`src/rtl/drive_data.sv`:
```
// Output-pin driver for the IO controller: static level, single timed pulse, or
// continuous square wave, with a sticky maskable completion interrupt.
module drive_data #(
  parameter int CNT_W = 16
) (
  input  logic             clk,
  input  logic             rst_n,
  input  logic             enable,
  input  logic [1:0]       mode,
  input  logic             level,
  input  logic             start,
  input  logic             stop,
  input  logic [CNT_W-1:0] high_len,
  input  logic [CNT_W-1:0] low_len,
  input  logic             clr,
  input  logic             interrupt_mask,
  output logic             pin_out,
  output logic             busy,
  output logic             irq
);

  localparam logic [1:0] M_PULSE = 2'b01;
  localparam logic [1:0] M_WAVE  = 2'b10;

  typedef enum logic [1:0] {S_IDLE, S_ACTIVE, S_REST} state_e;

  state_e           state_q;
  logic [CNT_W-1:0] cnt_q;
  logic [CNT_W-1:0] high_q;
  logic [CNT_W-1:0] low_q;
  logic [1:0]       mode_q;
  logic             level_q;
  logic             pin_q;
  logic             busy_q;
  logic             irq_q;
  logic             done_d;

  // A zero length is treated as one cycle, so the reload is max(len,1)-1.
  function automatic logic [CNT_W-1:0] len_m1(input logic [CNT_W-1:0] len);
    return (len == '0) ? '0 : len - 1'b1;
  endfunction

  always_comb begin
    done_d = 1'b0;
    if (enable && state_q != S_IDLE) begin
      if (stop)
        done_d = 1'b1;
      else if (state_q == S_ACTIVE && cnt_q == '0 && mode_q == M_PULSE)
        done_d = 1'b1;
    end
  end

  always_ff @(posedge clk or negedge rst_n) begin
    if (!rst_n) begin
      state_q <= S_IDLE;
      cnt_q   <= '0;
      high_q  <= '0;
      low_q   <= '0;
      mode_q  <= '0;
      level_q <= 1'b0;
      pin_q   <= 1'b0;
      busy_q  <= 1'b0;
      irq_q   <= 1'b0;
    end else if (enable) begin
      // Set has priority over clear when both happen in the same cycle.
      if (done_d && interrupt_mask)
        irq_q <= 1'b1;
      else if (clr)
        irq_q <= 1'b0;

      unique case (state_q)
        S_IDLE: begin
          pin_q <= level;
          if (start && !stop && (mode == M_PULSE || mode == M_WAVE)) begin
            mode_q  <= mode;
            level_q <= level;
            high_q  <= high_len;
            low_q   <= low_len;
            cnt_q   <= len_m1(high_len);
            pin_q   <= ~level;
            state_q <= S_ACTIVE;
            busy_q  <= 1'b1;
          end
        end
        S_ACTIVE: begin
          if (stop) begin
            pin_q   <= level_q;
            state_q <= S_IDLE;
            busy_q  <= 1'b0;
          end else if (cnt_q != '0) begin
            cnt_q <= cnt_q - 1'b1;
          end else if (mode_q == M_PULSE) begin
            pin_q   <= level_q;
            state_q <= S_IDLE;
            busy_q  <= 1'b0;
          end else begin
            pin_q   <= level_q;
            cnt_q   <= len_m1(low_q);
            state_q <= S_REST;
          end
        end
        S_REST: begin
          if (stop) begin
            pin_q   <= level_q;
            state_q <= S_IDLE;
            busy_q  <= 1'b0;
          end else if (cnt_q != '0) begin
            cnt_q <= cnt_q - 1'b1;
          end else begin
            pin_q   <= ~level_q;
            cnt_q   <= len_m1(high_q);
            state_q <= S_ACTIVE;
          end
        end
        default: begin
          state_q <= S_IDLE;
          busy_q  <= 1'b0;
        end
      endcase
    end
  end

  assign pin_out = pin_q;
  assign busy    = busy_q;
  assign irq     = irq_q;

endmodule

```
`config.mk`:
```
export PLATFORM = sky130hd
export DESIGN_NAME = drive_data
export DESIGN_NICKNAME = d
export VERILOG_FILES = /design/src/rtl/drive_data.sv
export SDC_FILE = /design/constraint.sdc
export NUM_CORES = 1
export LEC_CHECK = 0
export ABC_AREA = 1
export BUFFER_PORTS_ARGS = -buffer_cell sky130_fd_sc_hd__buf_4
export CORE_ASPECT_RATIO = 2
export CORE_MARGIN = 2
export CORE_UTILIZATION = 25
export CTS_BUF_LIST = sky130_fd_sc_hd__clkbuf_8
export DETAILED_ROUTE_END_ITERATION = 10
export SYNTH_ARGS = -nofsm -noshare
export SYNTH_HDL_FRONTEND = slang
export SYNTH_SLANG_ARGS = --single-unit
```
`constraint.sdc`:
```
create_clock -name clk -period 2.6 [get_ports clk]
set_clock_uncertainty 0.2 [all_clocks]
set_input_delay 0.39 -clock clk [delete_from_list [all_inputs] [get_ports clk]]
set_output_delay 0.39 -clock clk [all_outputs]
set_load 0.005 [all_outputs]
```
=== Word-level counts from Yosys, hierarchy flattened ===
Index checks and enable logic that the tools add are counted.

* $add $sub $neg: 4
* Multiply operators: 0
* Divide/modulo/power cells: 0
* $lt $le $gt $ge: 0
* Equality and inequality tests: 13
* Shifts and indexed selects: 0
* Multiplexer cells: 34
* Bitwise gates (word level): 2
* Reductions and logical operators: 23

{| class="wikitable"
|+ Operator list
! kind !! count
|-
| two-way mux 16 bit || 9
|-
| logical NOT 16 bit || 4
|-
| subtractor 16 x 1 -> 16 bit, second input constant || 4
|-
| one-hot mux 16 bit (3 select lines) || 1
|-
| nonzero test 16 bit || 1
|-
| two-way mux 1 bit || 15
|-
| two-way mux 2 bit || 6
|-
| != test 3 bit, second input constant || 3
|-
| != test 2 bit, second input constant || 4
|-
| AND reduction 4 bit || 2
|-
| equality test 2 x 1 -> 1 bit, second input constant || 3
|-
| logical AND 1 bit || 6
|-
| one-hot mux 1 bit (3 select lines) || 2
|-
| one-hot mux 2 bit (3 select lines) || 1
|-
| AND reduction 6 bit || 1
|-
| AND reduction 5 bit || 1
|-
| equality test 2 bit, second input constant || 2
|-
| nonzero test 2 bit || 2
|-
| != test 3 x 2 -> 1 bit, second input constant || 1
|-
| AND reduction 3 bit || 1
|-
| nonzero test 3 bit || 1
|-
| logical NOT 2 bit || 1
|-
| NOT 1 bit || 2
|-
| AND reduction 2 bit || 1
|-
| other kinds (2) || 2
|}

* Register bits after elaboration: 56
* Bits in latches: 0
* Memory bits (writable): 0
* Bits in read-only memories: 0
* Bits of input ports: 42
* Output and inout port bits: 3
* Logic and storage cells: 85
* Memories: 0

=== Depth between registers and ports, before layout ===
* Depth after elaboration: 9
* Depth in mapped cells: 13
* Mapped depth without buffers: 12

=== Worst setup path before layout ===
OpenSTA, ideal clock, no wires.

* Path kind: reg-to-reg
* From: register state_q[1]
* To: register cnt_q[13]
* Setup time: 122 ps
* Arrival: 1,521 ps
* Required time: 2,278 ps
* Slack: 757 ps
* Stages on the path, launching flop included: 11
* Buffers on the path: 1
* Clock period less this slack: 1,843 ps
* Cell sequence: dfrtp_1 -> inv_1 -> ha_1 -> inv_1 -> nor2_1 -> nand4_2 -> nand2_4 -> inv_4 -> buf_6 -> nor2_1 -> a21oi_2

* Cells in the longest elaborated chain, start to end: 3
* Elaborated cells between the ends (all ways): 10
* Those cells by class: 6 x eq/ne; 1 x mux; 3 x reduce/logical

{| class="wikitable"
|+ Ends and longest elaborated chain
! item !! line !! text
|-
| from (decl) || 27 || <nowiki>state_e state_q;</nowiki>
|-
| from (signal assigned) || 55 || <nowiki>state_q <= S_IDLE;</nowiki>
|-
| from (signal assigned) || 81 || <nowiki>state_q <= S_ACTIVE;</nowiki>
|-
| from (signal assigned) || 88 || <nowiki>state_q <= S_IDLE;</nowiki>
|-
| equality test 2 x 1 -> 1 bit, or another cell as far along || 71 || <nowiki>unique case (state_q)</nowiki>
|-
| != test 3 bit (no source line), or another cell as far along || -- ||
|-
| AND reduction 6 bit (no source line) || -- ||
|-
| to (signal assigned) || 79 || <nowiki>cnt_q <= len_m1(high_len);</nowiki>
|-
| to (signal assigned) || 91 || <nowiki>cnt_q <= cnt_q - 1'b1;</nowiki>
|-
| to (signal assigned) || 98 || <nowiki>cnt_q <= len_m1(low_q);</nowiki>
|-
| to (decl) || 28 || <nowiki>logic [CNT_W-1:0] cnt_q;</nowiki>
|}

Several ways; a longest one is shown, not always the timed one.
A chain may end at the register's enable or synchronous reset.

=== Worst setup path after layout ===
* From: register cnt_q[12]
* To: register cnt_q[12]

* Cells in the longest elaborated chain, start to end: 4
* Elaborated cells between the ends (all ways): 9
* Those cells by class: 1 x add/sub; 1 x eq/ne; 5 x mux; 2 x reduce/logical

{| class="wikitable"
|+ Ends and longest elaborated chain
! item !! line
|-
| subtractor 16 x 1 -> 16 bit / nonzero test 16 bit (equally long branches) || --
|-
| two-way mux 16 bit, on equally long branches || 107, 90
|-
| two-way mux 16 bit, on equally long branches || 103, 86
|-
| one-hot mux 16 bit (3 select lines) || 71
|}

Several ways; a longest one is shown, not always the timed one. The select of a mux whose other input is x is not followed.

==> impl_summary.log <==
INFO  metric static-leakage-power = 2.57 nW
INFO  metric start_util = 0.256
INFO  metric grt_start_max_net_pins = 60
INFO  metric placement.setup.worst_slack = 0.410 ns
INFO  metric cts-htree-levels = 2
INFO  metric clock_tree_from_tritoncts = built
INFO  metric clk_pin_slew = 0.11 ns
INFO  metric min_delay_path_depth = 3
INFO  metric layout_worst_path_cycle_share = 0.836
INFO  metric internal-power = 0.00278 W
INFO  metric irDropWorstVdd = 359 µV
INFO  metric post-route-worst-setup-slack = 0.427 ns
INFO  metric placementRows = 70
INFO  metric grt_pass1_vias = 4855
INFO  metric syn_inst = 737
INFO  metric end_kind = register
INFO  metric clkPwrFrac = 0.121
INFO  metric critPathMaxFanout = 5
INFO  metric cp_slowest_cell = dfrtp_1
INFO  metric post-route-drc-count = 0
INFO  metric tightestPinTransition = 0.741 ns
INFO  metric drt_pass1_iterations = 5
INFO  metric synth_cell_types = 42
INFO  metric cts_root_buf = clkbuf_8
INFO  metric ys_ff_latch = 56
INFO  metric port-buffer-count = 44
INFO  metric final_estimated_routing_congestion_in_global_placement = 0.947
INFO  metric critical_path_start_end_classification = reg -> reg
INFO  metric core_region_area = 18300 µm²
INFO  metric placed_cell_area = 5250 µm²
INFO  metric cts_max_path_buffers = 2
INFO  metric cp.required = 2.67 ns
INFO  metric slew_violations = 0
INFO  metric achievable-frequency = 460 MHz
INFO  metric hold_path.class = in -> reg
INFO  metric critical_path.reg2reg.startpoint = cnt_q[12]$_DFFE_PN0P_
INFO  metric hold_viol = 0
INFO  metric seqPwrFrac = 0.312
INFO  metric cpPeakStageDelay = 0.44 ns
INFO  metric area_delta_synth_final = 15.1%
INFO  metric cellPowerDensity = 1050 nW/µm²
INFO  metric comb_power_share = 0.566
INFO  metric grt_first_pass_wirelength = 24300 µm
INFO  metric min_period = 2.17 ns
INFO  metric fin_nets = 836
INFO  metric cts_buffers = 5
INFO  metric data_arrival_time_at_the_worst_slack_endpoint = 2.24 ns
INFO  metric status = complete, no violations
INFO  metric ios = 45
INFO  metric setup_viol = 0
INFO  metric synth.avg_cell_area = 6.36 µm²
INFO  metric cts_post_setup_buffers_inserted = 0
INFO  metric drt-initial-drc-count = 190
INFO  metric post_route_cells_drive_above_1_share = 0.132
INFO  metric die_height = 198 µm
INFO  metric grt_usage = 0.159
INFO  metric final_area = 5390 µm²
INFO  metric design.die.area = 19900 µm²
INFO  metric regToRegEndpoint = cnt_q[12]$_DFFE_PN0P_
INFO  metric numClockSinks = 56
INFO  metric post_synth_instance_area = 4690 µm²
INFO  metric finalSetupTns = 0 ns
INFO  metric avgViaCountPerCell = 4.75
INFO  metric worst_skew_pair.late_latency = 0.34 ns
INFO  metric fillCellCount = 2050
INFO  metric setup_repair_after_global_routing_missed_its_margin = no
INFO  metric post_synthesis_net_count = 791
INFO  metric place.detailed.hpwl = 12600 µm
INFO  metric ff2ff_setup_slack = 0.43 ns
INFO  metric timing.slew.headroom = 0.506
INFO  metric detail_route.wl_per_cell = 15.3 µm
INFO  metric total_switching_power = 0.00290 W
INFO  metric timing.critical_path.max_delay_family = simple AND/OR/NAND/NOR gates
INFO  metric insertedDiodeCount = 0
INFO  metric worst-r2r-cell-count = 10
INFO  metric antenna_found_initial = 0
INFO  metric crit_path_cell_trace = buf_4 > nor2_1 > nand3_1 > nor2_1 > nand3_1 > nand2_1 > nand3_1 > nand2_1 > nand2_1 > a21oi_1
INFO  metric routed_wirelength = 15300 µm
INFO  metric dieWidth = 101 µm
INFO  metric vias = 4743
INFO  metric yosys_warnings = 0
INFO  metric seq_area_frac_synth = 0.299
INFO  metric power.share.switching = 0.510
INFO  metric crit_buf_inv = 1
INFO  metric drtAntennaViolNets = 0
INFO  metric max_cap_violations = 0
INFO  metric worst_hold_path.endpoint = low_q[11]$_DFFE_PN0P_
INFO  metric startpoint_of_the_worst_hold_path = low_len[11]
INFO  metric path_depth = 10
INFO  metric global_route.overflow_total = 0
INFO  metric critical_path.startpoint_type = register
==> per-layer routing <==
metal / GRT usage / vias up / routed length, µm
met5: 0 / - / 0
met4: 0.120 / 0 / 1170
met3: 0.00814 / 60 / 293
met2: 0.310 / 129 / 8690
met1: 0.148 / 2135 / 5100
li1: - / 2419 / -
==> worst min-delay path: stages <==
cell and delay (ns):
buf_4 0.07, nand2_1 0.04, o21ai_0 0.05
==> flip-flops by register name, summed over array words and instances, names as in the netlist <==
signal	flops
busy	1
cnt_q	16
high_q	16
irq	1
level_q	1
low_q	16
mode_q	2
pin_out	1
state_q	2
==> cell usage in the layout (no fill, tap or decap), types with 5 or more instances in the layout <==
| master | Yosys | routed |
|---|---|---|
| xor2_1 | 20 | 20 |
| nand3_1 | 65 | 65 |
| buf_4 | 4 | 51 |
| nand2_1 | 209 | 209 |
| nand2_2 | 6 | 6 |
| clkbuf_8 | 0 | 5 |
| dfrtp_1 | 56 | 56 |
| nor2_1 | 102 | 102 |
| nor3_1 | 8 | 8 |
| o21ai_0 | 47 | 47 |
| nand4_1 | 5 | 5 |
| inv_1 | 88 | 88 |
| nor2_2 | 14 | 14 |
| ha_1 | 12 | 12 |
| a21oi_1 | 41 | 41 |
| xnor2_1 | 7 | 7 |
==> how the worst max path moves through the flow <==
stage	start	endpoint	slack [ns]
2_1_floorplan	state_q[1]$_DFFE_PN0P_	cnt_q[13]$_DFFE_PN0P_	0.76
3_3_place_gp	high_len[0]	cnt_q[14]$_DFFE_PN0P_	0.41
3_5_place_dp	high_len[0]	cnt_q[14]$_DFFE_PN0P_	0.41
4_1_cts	cnt_q[12]$_DFFE_PN0P_	cnt_q[12]$_DFFE_PN0P_	0.45
5_1_grt	state_q[0]$_DFFE_PN0P_	high_q[15]$_DFFE_PN0P_	0.28
6_report	cnt_q[12]$_DFFE_PN0P_	cnt_q[12]$_DFFE_PN0P_	0.43
==> logic make-up (layout without fill, tap and decap cells) <==
group | after synthesis | in the layout | share of synthesized area
adders and majority gates | 12 | 12 | 0.0320
xor gates and xnor gates | 27 | 27 | 0.0505
muxes | 1 | 1 | 0.00240
buffers and inverters | 110 | 155 | 0.0993
DFF | 56 | 56 | 0.299
AOI/OAI and AO/OA | 106 | 106 | 0.124
and+or+nand+nor | 425 | 425 | 0.393
==> Yosys cell counts <==
| master | instances | area share |
|---|---|---|
| a21oi_1 | 41 | 0.044 |
| a21oi_2 | 3 | 0.0056 |
| a22oi_1 | 2 | 0.0032 |
| a31oi_1 | 2 | 0.0027 |
| and3_1 | 1 | 0.0013 |
| buf_2 | 4 | 0.0043 |
| buf_4 | 4 | 0.0064 |
| buf_6 | 4 | 0.0096 |
| clkbuf_1 | 3 | 0.0024 |
| clkinv_1 | 2 | 0.0016 |
| dfrtp_1 | 56 | 0.30 |
| ha_1 | 12 | 0.032 |
| inv_1 | 88 | 0.070 |
| inv_2 | 4 | 0.0032 |
| inv_4 | 1 | 0.0013 |
| mux2_2 | 1 | 0.0024 |
| nand2_1 | 209 | 0.17 |
| nand2_2 | 6 | 0.0080 |
| nand2_4 | 1 | 0.0024 |
| nand3_1 | 65 | 0.069 |
| nand3_2 | 4 | 0.0085 |
| nand3b_1 | 1 | 0.0016 |
| nand4_1 | 5 | 0.0067 |
| nand4_2 | 1 | 0.0027 |
| nor2_1 | 102 | 0.082 |
| nor2_2 | 14 | 0.019 |
| nor2_4 | 2 | 0.0048 |
| nor3_1 | 8 | 0.0085 |
| nor3_4 | 1 | 0.0035 |
| nor3b_1 | 2 | 0.0032 |
| o211ai_1 | 1 | 0.0016 |
| o21a_1 | 1 | 0.0016 |
| o21ai_0 | 47 | 0.050 |
| o21ai_1 | 4 | 0.0043 |
| o21ai_2 | 3 | 0.0056 |
| o21ai_4 | 1 | 0.0035 |
| o21bai_1 | 1 | 0.0016 |
| or2_1 | 1 | 0.0013 |
| or2_2 | 1 | 0.0013 |
| or2_4 | 1 | 0.0019 |
| xnor2_1 | 7 | 0.013 |
| xor2_1 | 20 | 0.037 |
==> repair_timing <==
item / in CTS / in global routing
endpoints found under the setup margin: 0 / 0
gates resized for setup: 0 / 0
hold buffers: 1 / 0
endpoints found under the hold margin: 56 / 0
==> stage by stage <==
step | utilization | total power (W) | instances | hold slack, ns
floorplan | - | 0.00395 | 737 | -0.106
CTS | 0.295 | 0.00570 | 998 | 0.0433
global placement | 0.287 | 0.00496 | 990 | 0.269
detailed placement | 0.287 | 0.00498 | 990 | 0.276
global route | 0.295 | 0.00618 | 998 | 0.0574
finish | 0.295 | 0.00568 | 998 | 0.0586
==> power by group through the flow <==
stage               combinational (W)  sequential (W)  clock (W)
global route                  0.00362         0.00184   0.000725
finish                        0.00322         0.00178   0.000690
global placement              0.00317         0.00179          0
CTS                           0.00322         0.00177   0.000712
detailed placement            0.00320         0.00179          0
floorplan                     0.00230         0.00165          0
==> layout make-up <==
type / count / area (µm²) / area share
clock buffer: 5 / 68.8 / 0.0128
clock inverter: 2 / 60.1 / 0.0111
inverter: 95 / 359 / 0.0666
multi-input combinational: 571 / 2820 / 0.523
sequential: 56 / 1400 / 0.260
tap: 216 / 270 / 0.0501
timing repair buffer: 53 / 413 / 0.0766
Power figures use the tool's default switching activity.
